--- src/rtl/pwm_button_cond_if.sv ---
// pwm_button_cond_if: button inputs, enable and conditioned duty pulses/levels
interface pwm_button_cond_if;
    logic en;
    logic btn_up;
    logic btn_dn;
    logic duty_inc;
    logic duty_dec;
    logic btn_up_db;
    logic btn_dn_db;

    modport master (
        output en, btn_up, btn_dn,
        input  duty_inc, duty_dec, btn_up_db, btn_dn_db
    );

    modport slave (
        input  en, btn_up, btn_dn,
        output duty_inc, duty_dec, btn_up_db, btn_dn_db
    );
endinterface

--- src/rtl/pwm_button_cond.sv ---
// pwm_button_cond: synchronize and debounce up/down buttons, emit single-cycle duty pulses with hold-to-repeat
module pwm_button_cond #(
    parameter int DEBOUNCE_CYCLES = 16,
    parameter int HOLD_CYCLES     = 64,
    parameter int REPEAT_CYCLES   = 32,
    parameter int CNT_W           = 8
) (
    input  logic              clk,
    input  logic              rst,
    pwm_button_cond_if.slave  bus
);
    localparam logic [2:0] IDLE    = 3'd0;
    localparam logic [2:0] UP_HELD = 3'd1;
    localparam logic [2:0] UP_RPT  = 3'd2;
    localparam logic [2:0] DN_HELD = 3'd3;
    localparam logic [2:0] DN_RPT  = 3'd4;
    localparam logic [2:0] LOCK    = 3'd5;

    // bit 0 is the up button, bit 1 the down button
    logic [1:0]            meta_q, meta_d;
    logic [1:0]            sync_q, sync_d;
    logic [1:0]            db_q, db_d;
    logic [1:0]            prev_q, prev_d;
    logic [1:0]            arm_q, arm_d;
    logic [1:0]            vld_q, vld_d;
    logic [1:0][CNT_W-1:0] cnt_q, cnt_d;
    logic [2:0]            st_q, st_d;
    logic [CNT_W-1:0]      t_q, t_d;
    logic                  inc_q, inc_d;
    logic                  dec_q, dec_d;
    logic [1:0]            rise;
    logic [CNT_W-1:0]      lim;
    logic                  up, dn;

    assign up   = db_q[0];
    assign dn   = db_q[1];
    // a button held through reset stays disarmed until it has been seen released
    assign rise = db_q & ~prev_q & arm_q;
    assign lim  = (st_q == UP_HELD || st_q == DN_HELD) ? CNT_W'(HOLD_CYCLES - 1)
                                                       : CNT_W'(REPEAT_CYCLES - 1);

    // synchronizer, debounce counters and release-arming per button
    always_comb begin
        meta_d = {bus.btn_dn, bus.btn_up};
        sync_d = meta_q;
        vld_d  = {vld_q[0], 1'b1};
        prev_d = db_q;
        arm_d  = arm_q | (vld_q[1] ? ~(sync_q | db_q) : 2'b00);
        db_d   = db_q;
        cnt_d  = '0;
        for (int i = 0; i < 2; i++) begin
            if (sync_q[i] != db_q[i]) begin
                if (cnt_q[i] == CNT_W'(DEBOUNCE_CYCLES - 1))
                    db_d[i] = sync_q[i];
                else
                    cnt_d[i] = cnt_q[i] + CNT_W'(1);
            end
        end
    end

    // press / hold / repeat FSM shared by both buttons; release wins over timer expiry
    always_comb begin
        st_d  = st_q;
        t_d   = '0;
        inc_d = 1'b0;
        dec_d = 1'b0;
        if (!bus.en) begin
            st_d = IDLE;
        end else begin
            case (st_q)
                IDLE: begin
                    if ((rise[0] && dn) || (rise[1] && up)) begin
                        st_d = LOCK;
                    end else if (rise[0]) begin
                        inc_d = 1'b1;
                        st_d  = UP_HELD;
                    end else if (rise[1]) begin
                        dec_d = 1'b1;
                        st_d  = DN_HELD;
                    end
                end
                UP_HELD, UP_RPT: begin
                    if (!up) begin
                        st_d = IDLE;
                    end else if (dn) begin
                        st_d = LOCK;
                    end else if (t_q == lim) begin
                        inc_d = 1'b1;
                        st_d  = UP_RPT;
                    end else begin
                        t_d = t_q + CNT_W'(1);
                    end
                end
                DN_HELD, DN_RPT: begin
                    if (!dn) begin
                        st_d = IDLE;
                    end else if (up) begin
                        st_d = LOCK;
                    end else if (t_q == lim) begin
                        dec_d = 1'b1;
                        st_d  = DN_RPT;
                    end else begin
                        t_d = t_q + CNT_W'(1);
                    end
                end
                LOCK: begin
                    st_d = (!up && !dn) ? IDLE : LOCK;
                end
                default: begin
                    st_d = IDLE;
                end
            endcase
        end
    end

    // state registers, cleared asynchronously
    always_ff @(posedge clk or posedge rst) begin
        if (rst) begin
            meta_q <= '0;
            sync_q <= '0;
            db_q   <= '0;
            prev_q <= '0;
            arm_q  <= '0;
            vld_q  <= '0;
            cnt_q  <= '0;
            st_q   <= IDLE;
            t_q    <= '0;
            inc_q  <= 1'b0;
            dec_q  <= 1'b0;
        end else begin
            meta_q <= meta_d;
            sync_q <= sync_d;
            db_q   <= db_d;
            prev_q <= prev_d;
            arm_q  <= arm_d;
            vld_q  <= vld_d;
            cnt_q  <= cnt_d;
            st_q   <= st_d;
            t_q    <= t_d;
            inc_q  <= inc_d;
            dec_q  <= dec_d;
        end
    end

    assign bus.duty_inc  = inc_q;
    assign bus.duty_dec  = dec_q;
    assign bus.btn_up_db = db_q[0];
    assign bus.btn_dn_db = db_q[1];
endmodule
--- src/flat_wrapper.sv ---
// flat-port wrapper written by rule: the top's interface ports become plain ports
module pwm_button_cond_flat 
#(
    parameter int DEBOUNCE_CYCLES = 16,
    parameter int HOLD_CYCLES     = 64,
    parameter int REPEAT_CYCLES   = 32,
    parameter int CNT_W           = 8
)
  (clk, rst, bus_en, bus_btn_up, bus_btn_dn, bus_duty_inc, bus_duty_dec, bus_btn_up_db, bus_btn_dn_db);
  pwm_button_cond_if bus_i ();
  input  logic clk;
  input  logic rst;
  input wire logic [$bits(bus_i.en)-1:0] bus_en;
  input wire logic [$bits(bus_i.btn_up)-1:0] bus_btn_up;
  input wire logic [$bits(bus_i.btn_dn)-1:0] bus_btn_dn;
  output wire logic [$bits(bus_i.duty_inc)-1:0] bus_duty_inc;
  output wire logic [$bits(bus_i.duty_dec)-1:0] bus_duty_dec;
  output wire logic [$bits(bus_i.btn_up_db)-1:0] bus_btn_up_db;
  output wire logic [$bits(bus_i.btn_dn_db)-1:0] bus_btn_dn_db;
  assign bus_i.en = bus_en;
  assign bus_i.btn_up = bus_btn_up;
  assign bus_i.btn_dn = bus_btn_dn;
  assign bus_duty_inc = bus_i.duty_inc;
  assign bus_duty_dec = bus_i.duty_dec;
  assign bus_btn_up_db = bus_i.btn_up_db;
  assign bus_btn_dn_db = bus_i.btn_dn_db;
  pwm_button_cond #(.DEBOUNCE_CYCLES(DEBOUNCE_CYCLES), .HOLD_CYCLES(HOLD_CYCLES), .REPEAT_CYCLES(REPEAT_CYCLES), .CNT_W(CNT_W)) u_core (.clk(clk), .rst(rst), .bus(bus_i));
endmodule
--- config.mk ---
export PLATFORM = sky130hd
export DESIGN_NAME = pwm_button_cond_flat
export DESIGN_NICKNAME = d
export VERILOG_FILES = /design/src/rtl/pwm_button_cond_if.sv /design/src/rtl/pwm_button_cond.sv /design/src/flat_wrapper.sv
export SDC_FILE = /design/constraint.sdc
export NUM_CORES = 1
export LEC_CHECK = 0
export CAP_MARGIN = 15
export CORE_UTILIZATION = 55
export CTS_CLUSTER_DIAMETER = 50
export DETAILED_ROUTE_END_ITERATION = 12
export PLACE_DENSITY = 0.74
export SYNTH_ARGS = -nofsm -noshare
export SYNTH_HDL_FRONTEND = slang
export SYNTH_SLANG_ARGS = --single-unit
--- constraint.sdc ---
create_clock -name clk -period 4.15 [get_ports clk]
set_input_delay 0.83 -clock clk [delete_from_list [all_inputs] [get_ports clk]]
set_output_delay 0.83 -clock clk [all_outputs]
set_load 0.02 [all_outputs]
; ---- After elaboration in Yosys (flattened, before gate mapping)
; Index checks and enable logic that the tools add are counted.
[classes]
n_addsub = 3
eq_ne = 13
mux = 39
bitwise_logic = 6
reduce_logical = 13
[op_table]
columns = operator, count
row1 = $mux W8, 10
row2 = $mux W3, 11
row3 = $add A8 B1 Y8 const B, 3
row4 = $eq A8 B4 Y1 const B, 2
row5 = $pmux W8 S2, 1
row6 = $mux W1, 12
row7 = $pmux W3 S4, 1
row8 = $eq A8 B8 Y1, 1
row9 = $eq A3 B2 Y1 const B, 2
row10 = $eq A3 B3 Y1 const B, 2
row11 = $mux W6, 1
row12 = $ne A5 B2 Y1 const B, 1
row13 = $ne A5 B4 Y1 const B, 1
row14 = $ne A5 B5 Y1 const B, 1
row15 = $and A2 B2 Y2, 2
row16 = $not A2 Y2, 2
row17 = $or A2 B2 Y2, 2
row18 = $pmux W1 S2, 2
row19 = $reduce_and A2 Y1, 2
row20 = $reduce_or A2 Y1, 2
row21 = $eq A3 B1 Y1 const B, 1
row22 = $logic_and A1 B1 Y1, 3
row23 = $logic_not A3 Y1, 1
row24 = $reduce_and A3 Y1, 1
row25 = 4 further kinds, 7
[totals]
ff_bits = 41
inputBits = 5
out_inout_bits = 4

; ---- Longest topological paths before layout
; Gate-level depths: netlist of the first run.
[logic_depth]
depth_word = 9
depth_mapped = 6
mapped_depth_nobuf = 6

; ---- Worst setup path after synthesis of the first run
; OpenSTA, ideal clock, no wires.
[synth_path]
path_kind = register -> register
startpoint = register u_core.db_q[0]
endpoint = register u_core.st_q[0]
arrival_time_ns = 1.712
slack_ns = 2.315
stages_incl_launch_ff = 7
n_path_buf = 1
synth_period_minus_slack_ns = 1.835
cell_sequence = dfrtp_1 -> buf_4 -> inv_2 -> or4_4 -> a32oi_2 -> nor2_2 -> o221a_1
[synth_between]
elab_chain_len = 7
word_cells_on_any_way = 19
[synth_lines]
columns = item, line_no
row1 = from (decl), pwm_button_cond.sv:22  ; logic [1:0] db_q, db_d;
row2 = from (signal assigned), pwm_button_cond.sv:121  ; db_q <= '0;
row3 = from (signal assigned), pwm_button_cond.sv:133  ; db_q <= db_d;
row4 = $and A2 B2 Y2 (2 in series), pwm_button_cond.sv:38  ; assign rise = db_q & ~prev_q & arm_q;
row5 = $logic_and A1 B1 Y1, pwm_button_cond.sv:72  ; if ((rise[0] && dn) || (rise[1] && up)) begin
row6 = $logic_or A1 B1 Y1, pwm_button_cond.sv:72
row7 = $mux W3, pwm_button_cond.sv:72
row8 = $pmux W3 S4, pwm_button_cond.sv:70  ; case (st_q)
row9 = $mux W3, pwm_button_cond.sv:67  ; if (!bus.en) begin
row10 = to (signal assigned), pwm_button_cond.sv:138  ; st_q <= st_d;
row11 = to (decl), pwm_button_cond.sv:27  ; logic [2:0] st_q, st_d;
; Parallel ways exist; a longest one is shown, timed or not.
; A chain may end at the register's enable or synchronous reset.

; ---- Worst setup path in the final report of the first run
[layout_path]
startpoint = register u_core.db_q[1]
endpoint = output port bus_btn_dn_db
[layout_lines]
columns = item, line_no
row1 = to (decl), flat_wrapper.sv:19  ; output wire logic [$bits(bus_i.btn_dn_db)-1:0] bus_btn_dn_db;
; No word-level cell between the ends.

==> out/summary.txt, run 1 <==
Status: finished clean
GRT overflow: 0
Post-synthesis net count: 191
Hold path start: u_core.meta_q[1]
Worst setup path startpoint: u_core.db_q[1]
Ys async rst share: 100%
Synth warn: 0
Met2 usage: 33.1%
Cell count after synthesis: 181
Final Critical Period: 2400 ps
Die Height: 60.8 µm
Vias: 1269
Post-cts resize count: 0
Pwr dens: 387 nW/µm²
Final Cell Area: 2100 µm²
Initial drt markers: 26
Layout area overhead: 10.3%
Core area: 3340 µm²
Fin crit share: 57.7%
Ys flop type: dfrtp_1
GRT busiest layer: met2
M3 GR Usage: 5.12%
Crit Path Class: register to output port
CP bufs+invs: 1
Setup TNS: 0 ps
Top cells by count, synth: dfrtp_1, nor2_1, nand3_1
Seq/Total Area, Yosys: 53.9%
Slowest CP cell: clkdlybuf4s50_1
Final net count: 202
Pre-CTS WS: 2110 ps
Post-synth cell types: 38
DRT Pass-1 Iters: 4
Startpoint Class: register
Worst Setup End Kind: output port
Max cap viols: 0
GRT Overall Usage: 19.4%
Non-filler cells, final: 239
Layout cells sized above 1: 6.22%
CTS Buf Count: 5
Met1 usage: 22.4%
Inst Count DP: 231
Max-slew violations: 0
Htree depth: 2
Clock transition at path regs: 110 ps
DR WL/cell: 12.8 µm
#FFs+latches synth: 41
TritonCTS clock tree: done
Setup slack after layout: 1750 ps
Synth Cell Area: 1900 µm²
Initial Util: 57.1%
Row Count: 21
Clk Tree Root Cell: clkbuf_4
Postcts setup bufs: 0
Post-Route WL: 3060 µm
Critical path required time: 3320 ps
# IOs: 9
Final Hold Violating Endpoints: 0
First-pass GRT wire length: 5150 µm
Port bufs: 8
Crit path max-delay family: buffers and inverters
# setup viols final: 0
CP max stage delay: 680 ps
Number of synthesized flops with an enable pin: 0
Vias in the first global route: 1243
Gpl congestion: 0.761
Final-layout fill cell count: 297
Cell accounting for the most synthesized area: dfrtp_1
Worst r2r src: u_core.db_q[0]
Antenna viol nets, final: 0
# DRC: 0
Diode count: 0
Max FO, Critical Path: 11
Clock Path Buffers: 2
RSZ-0062 raised after global routing: no
Post-place instance area: 2020 µm²
DIE AREA: 3700 µm²
Worst-path cell chain: clkdlybuf4s50_1
Largest net degree at the start of global routing: 42
Fmax: 0.418 GHz
Most frequent cell after synthesis: dfrtp_1
Post-DP HPWL: 2230 µm
Worst VDD drop: 183 µV
Area contributors post-synth: dfrtp_1, nor2_1, xor2_1
Clk_skew: 4.31 ps
Clk sink count: 41
Post-CTS Hold Fix Bufs: 0
Critical path data arrival time: 1570 ps
Initial antenna violation count: 0
Synth top area share: 53.9%
Avg Synthesized Cell Area: 10.5 µm²
Via/cell ratio: 5.31
Min-Delay Path Class: register to register
Final hold slack: 369 ps
Leak: 0.000942 µW
Die Span X: 60.8 µm
Clk_lat worst skew: 330 ps
## routing by layer
metal,routed length (µm),part of all wire (%),up-vias
li1,-,-,633
met1,1410,46,609
met2,1500,49,20
met3,89,2.9,7
met4,62,2.0,0
met5,0,0,-
## area by class of cell
| cell class | count | area (µm²) | area share [%] |
|---|---|---|---|
| Inverter | 8 | 30.0 | 1.43 |
| Sequential cell | 41 | 1030 | 48.8 |
| Multi-Input combinational cell | 127 | 815 | 38.8 |
| Tap cell | 46 | 57.6 | 2.74 |
| Clock buffer | 7 | 55.1 | 2.62 |
| Clock inverter | 1 | 30.0 | 1.43 |
| Timing Repair Buffer | 9 | 87.6 | 4.17 |
## logic make-up (layout without fill, tap and decap cells)
logic type / count (synthesis) / in the layout / share of synthesized area [%]
other: 1 / 1 / 0.197
adders and majority gates: 5 / 5 / 3.29
DFF: 41 / 41 / 53.9
AOI/OAI and AO/OA: 23 / 23 / 8.94
xor gates and xnor gates: 20 / 20 / 9.20
and+or+nand+nor: 75 / 75 / 19.6
muxes: 3 / 3 / 1.58
buffers and inverters: 13 / 25 / 3.35
## placed cells by master, fill, tap and decap left out, types with 2 or more instances in the layout
cell type / count
a21o_1: 4
a21oi_1: 2
and2_1: 4
and3_1: 4
and3b_1: 2
clkbuf_4: 5
clkdlybuf4s50_1: 8
dfrtp_1: 41
ha_1: 5
inv_1: 7
mux2i_1: 3
nand2_1: 10
nand3_1: 13
nor2_1: 28
nor2b_1: 3
nor3_1: 2
o211ai_1: 2
o21ai_0: 4
o21ai_1: 2
o221a_1: 2
o22ai_1: 2
or2_1: 2
or4_1: 2
xnor2_1: 9
xor2_1: 11
## worst paths after layout
path,to,slack (ps),cells past startpoint
min in group asynchronous,u_core.st_q[1],890,3
hold reg to reg,u_core.sync_q[1],370,0
hold / removal,u_core.sync_q[1],370,0
setup reg to reg,u_core.st_q[1],2250,5
setup / recovery,bus_btn_dn_db,1750,1
max in group asynchronous,u_core.cnt_q[3],2920,3
## through the flow
step,utilization [%],total power [µW]
2_1_floorplan,-,541
3_3_place_gp,60.4,552
3_5_place_dp,60.4,556
4_1_cts,63.0,822
5_1_grt,63.0,862
6_report,63.0,814
## state kept, by name (all words and copies together), names as in the netlist
name                 cells
u_core.db_q              2
u_core.arm_q             2
u_core.st_q              3
u_core.vld_q             2
u_core.cnt_q            16
u_core.sync_q            2
u_core.bus.duty_dec      1
u_core.t_q               8
u_core.meta_q            2
u_core.prev_q            2
u_core.bus.duty_inc      1
## power by group
group	switching [µW]	internal [µW]
combinational	54.1	50.7
sequential	28.8	415
clock	121	144
total	204	609
No activity file was read; power rests on OpenSTA's default activity.
==> run 2: changes to the inputs <==
--- a/config.mk
+++ b/config.mk
@@ -6,7 +6,7 @@
 export NUM_CORES = 1
 export LEC_CHECK = 0
 export CAP_MARGIN = 15
-export CORE_UTILIZATION = 55
+export CORE_UTILIZATION = 53
 export CTS_CLUSTER_DIAMETER = 50
 export DETAILED_ROUTE_END_ITERATION = 12
 export PLACE_DENSITY = 0.74
==> constraint.sdc (replaced) <==
create_clock -name clk -period 2.2 [get_ports clk]
set_input_delay 0.44 -clock clk [delete_from_list [all_inputs] [get_ports clk]]
set_output_delay 0.44 -clock clk [all_outputs]
set_load 0.02 [all_outputs]
==> run 2 against run 1 <==
  * Utilization decreased by 0.98 points
  * Critical path depth unchanged
  * Via count increased by 1.2%
  * Global-route usage increased by 0.45 points
  * Final area unchanged
  * Sequential power increased by 88%
  * Clock power increased by 90%
  * Routed wire length increased by 2.5%
  * Final cell count unchanged
  * First-iteration DRC count increased to 3.5 times the previous value
  * Non-clock buffer count unchanged
  * Flip-flop and latch count unchanged
  * Largest power group unchanged
  * Highest routed layer unchanged
==> out/summary.txt, run 2 (same netlist as run 1, synthesis figures left out) <==
Vias in the first global route: 1240
Largest net degree at the start of global routing: 42
Clk_lat worst skew: 350 ps
Leak: 0.000942 µW
Final Hold Violating Endpoints: 0
Combinational cell fraction of total power: 13.2%
Max FO, Critical Path: 11
Status: finished clean
# DRC: 0
DR WL/cell: 13.1 µm
Reg-to-reg slack, setup: 330 ps
Final Critical Period: 2020 ps
Crit Path Class: register to output port
Clk_skew: 11.2 ps
Max-slew violations: 0
Most frequent cells in the layout: dfrtp_1, nor2_1, nand3_1
Critical path data arrival time: 1580 ps
Initial antenna violation count: 0
Min-Delay Path Class: register to register
Gpl congestion: 0.827
Top Registers: u_core.cnt_q x16, u_core.t_q x8, u_core.st_q x3
M1 wire length: 1430 µm
RSZ-0062 raised after global routing: no
Clock transition at path regs: 120 ps
Clk sink count: 41
Antenna viol nets, final: 0
Htree depth: 2
Row Count: 21
WL met2: 1530 µm
Post-DP HPWL: 2250 µm
Slowest CP cell: clkdlybuf4s50_1
R2R Path End: u_core.st_q[0]
Register bank with the most flops: u_core.cnt_q
Postcts setup bufs: 0
CTS Buf Count: 5
Worst Setup End Kind: output port
Core area: 3390 µm²
Via/cell ratio: 5.37
Levels on crit path: 1
Critical path required time: 1760 ps
Initial drt markers: 90
Post-CTS Hold Fix Bufs: 0
Critical Path End: bus_btn_dn_db
Setup TNS: 0 ps
Layout cells sized above 1: 6.22%
TritonCTS clock tree: done
Max cap viols: 0
Commonest non-fill, non-tap cell in the layout: dfrtp_1
Int Power: 1150 µW
FF-to-FF path depth: 5
# setup viols final: 0
Switching share of power: 25.5%
CP max stage delay: 680 ps
Worst VDD drop: 407 µV
Largest register FFs: 16
Final net count: 202
DIE AREA: 3840 µm²
DRT Pass-1 Iters: 4
Post-Route WL: 3130 µm
Die Height: 61.9 µm
Fmax: 0.496 GHz
Initial Util: 56.2%
Worst r2r src: u_core.db_q[0]
Part of the power in registers: 54.2%
Diode count: 0
Worst setup path startpoint: u_core.db_q[1]
Vias: 1284
Clock power share: 32.6%
Fin crit share: 91.7%
Setup slack after layout: 183 ps
First-pass GRT wire length: 5440 µm
Clock Path Buffers: 2
Port bufs: 8
Final Cell Area: 2100 µm²
Post-cts resize count: 0
Layout area overhead: 10.3%
Pwr dens: 735 nW/µm²
Hold Crit Depth: 0
Clk Tree Root Cell: clkbuf_4
Worst-path cell chain: clkdlybuf4s50_1
Psw: 394 µW
CP bufs+invs: 1
Pre-CTS WS: 351 ps
Startpoint Class: register
Crit path max-delay family: buffers and inverters
Top Layer Used: met4
Final hold slack: 345 ps
GRT overflow: 0
Die Span X: 61.9 µm
Post-place instance area: 2020 µm²
Met3 WL: 137 µm
# IOs: 9
GRT Overall Usage: 19.9%
run 2: worst min-delay path by stage:
stage / startpoint / to / slack (ps)
after CTS: u_core.vld_q[0] / u_core.vld_q[1] / 360
final: u_core.vld_q[0] / u_core.vld_q[1] / 350
after detailed placement: u_core.vld_q[0] / u_core.vld_q[1] / 340
after floorplan: u_core.meta_q[0] / u_core.sync_q[0] / 330
after global placement: u_core.vld_q[0] / u_core.vld_q[1] / 330
after global routing: u_core.vld_q[0] / u_core.vld_q[1] / 370
run 2: area by class of cell:
| cell class | instances | area [µm²] |
|---|---|---|
| flip-flops and latches | 41 | 1030 |
| multi-input cells | 127 | 815 |
| well taps | 46 | 57.6 |
| clock inverters | 1 | 30.0 |
| fillers | 287 | 1290 |
| inverters | 8 | 30.0 |
| clock buffers | 7 | 55.1 |
| repair buffers | 9 | 87.6 |
run 2: routing by layer:
layer  track usage [%]  vias up
li1                  -      636
met5                 0        -
met1              25.5      616
met3              5.38        6
met4              9.84        0
met2              31.2       26
run 2: power by group through the flow:
stage | Combinational, µW | Sequential [µW] | Clock (µW)
2_1_floorplan | 208 | 812 | 0
5_1_grt | 229 | 845 | 545
6_report | 204 | 836 | 504
3_5_place_dp | 202 | 850 | 0
4_1_cts | 204 | 835 | 514
3_3_place_gp | 193 | 843 | 0
run 2: stage by stage:
step                      utilization [%]  cells  total power [µW]
after global routing                 62.0    239              1620
after global placement               59.5    231              1040
after floorplan                         -    181              1020
after CTS                            62.0    239              1550
after detailed placement             59.5    231              1050
final                                62.0    239              1540
==> run 3: changes to the inputs <==
--- a/config.mk
+++ b/config.mk
@@ -7,6 +7,7 @@
 export LEC_CHECK = 0
 export CAP_MARGIN = 15
 export CORE_UTILIZATION = 53
+export CTS_BUF_LIST = sky130_fd_sc_hd__clkbuf_16
 export CTS_CLUSTER_DIAMETER = 50
 export DETAILED_ROUTE_END_ITERATION = 12
 export PLACE_DENSITY = 0.74
==> run 3 against run 2 <==
  * Critical endpoint is now bus_btn_up_db
  * Clock skew fell by 8.3 ps
  * Register-to-register slack barely moved
  * Count of clock-buffer cells in the layout fell by 2
==> out/summary.txt, run 3 (same netlist as run 1, synthesis figures left out) <==
Post-DP HPWL: 2250 µm
Largest net degree at the start of global routing: 42
DIE AREA: 3840 µm²
Clock transition at path regs: 60 ps
Core area: 3390 µm²
Diode count: 0
M1 wire length: 1470 µm
Max FO, Critical Path: 11
Initial Util: 56.2%
Clk_lat worst skew: 280 ps
# IOs: 9
Vias in the first global route: 1241
Final Hold Violating Endpoints: 0
Clk_skew: 2.85 ps
Postcts setup bufs: 0
Int Power: 1410 µW
Final Cell Area: 2180 µm²
Worst-path cell chain: clkdlybuf4s50_1
Largest register FFs: 16
Post-Route WL: 3250 µm
Min-Delay Path Class: register to register
Worst VDD drop: 461 µV
Max-slew violations: 0
Layout cells sized above 1: 5.70%
Critical path data arrival time: 1490 ps
Power Total: 1840 µW
RSZ-0062 raised after global routing: no
Register bank with the most flops: u_core.cnt_q
Gpl congestion: 0.827
Part of the power in registers: 45.6%
CP max stage delay: 690 ps
WL met2: 1610 µm
Initial drt markers: 60
Die Span X: 61.9 µm
Psw: 431 µW
Antenna viol nets, final: 0
CTS Buf Count: 5
Via/cell ratio: 5.33
Setup TNS: 0 ps
# setup viols final: 0
Leak: 0.000979 µW
Crit Path Class: register to output port
Die Height: 61.9 µm
Clk sink count: 41
Clk Tree Root Cell: clkbuf_16
GRT overflow: 0
Row Count: 21
Critical path required time: 1760 ps
DRT Pass-1 Iters: 4
Switching share of power: 23.4%
Met3 WL: 126 µm
Most frequent cells in the layout: dfrtp_1, nor2_1, nand3_1
Fmax: 0.517 GHz
Worst r2r src: u_core.db_q[0]
Worst Setup End Kind: output port
Initial antenna violation count: 0
DR WL/cell: 13.6 µm
Commonest non-fill, non-tap cell in the layout: dfrtp_1
Post-CTS Hold Fix Bufs: 0
Status: finished clean
CP bufs+invs: 1
GRT Overall Usage: 20.4%
First-pass GRT wire length: 5600 µm
Vias: 1273
Port bufs: 8
Hold path start: u_core.vld_q[0]
Layout area overhead: 14.4%
Post-cts resize count: 0
Post-place instance area: 2020 µm²
Fin crit share: 87.9%
# DRC: 0
Top Registers: u_core.cnt_q x16, u_core.t_q x8, u_core.st_q x3
Startpoint Class: register
Slowest CP cell: clkdlybuf4s50_1
Top Layer Used: met4
Pwr dens: 843 nW/µm²
Crit path max-delay family: buffers and inverters
Clock Path Buffers: 2
Clock power share: 43.2%
Max cap viols: 0
TritonCTS clock tree: done
Final net count: 202
Final Critical Period: 1930 ps
Worst setup path startpoint: u_core.db_q[0]
Htree depth: 2
Combinational cell fraction of total power: 11.2%
[run 3: changes by cell type in the layout (fill, tap and decap cells not counted), sizes merged]
| cell | before | now |
|---|---|---|
| clkbuf | 7 | 5 |
| inv | 8 | 9 |
| clkinv | 0 | 1 |
[run 3: area by class of cell]
cell class | count | area [µm²]
fillers | 269 | 1210
flip-flops and latches | 41 | 1030
multi-input cells | 127 | 815
clock buffers | 5 | 125
repair buffers | 9 | 87.6
well taps | 46 | 57.6
clock inverters | 3 | 37.5
inverters | 8 | 30.0
[run 3: through the flow]
stage	worst slack (ps)	instances	util (%)	hold slack, ps
floorplan	365	181	-	331
global placement	424	231	59.5	332
detailed placement	351	231	59.5	336
CTS	260	239	64.3	349
global route	188	239	64.3	357
finish	266	239	64.3	343
[run 3: final timing paths]
| kind | end | cells after the start | slack, ps |
|---|---|---|---|
| hold reg to reg | u_core.vld_q[1] | 0 | 340 |
| setup reg to reg | u_core.st_q[0] | 5 | 330 |
| max in group asynchronous | u_core.st_q[0] | 3 | 1260 |
| setup / recovery | bus_btn_up_db | 1 | 270 |
| hold / removal | u_core.vld_q[1] | 0 | 340 |
| min in group asynchronous | u_core.prev_q[1] | 3 | 600 |
[run 3: layer usage]
layer / up-vias / track usage [%]
met5: - / 0
li1: 633 / -
met2: 23 / 32.1
met1: 610 / 26.5
met4: 0 / 8.25
met3: 7 / 6.21
[run 3: power by group through the flow]
stage	registers, µW	clock network (µW)	logic [µW]
global placement	843	0	193
finish	838	794	206
global route	846	840	233
detailed placement	850	0	202
CTS	836	805	208
floorplan	812	0	208
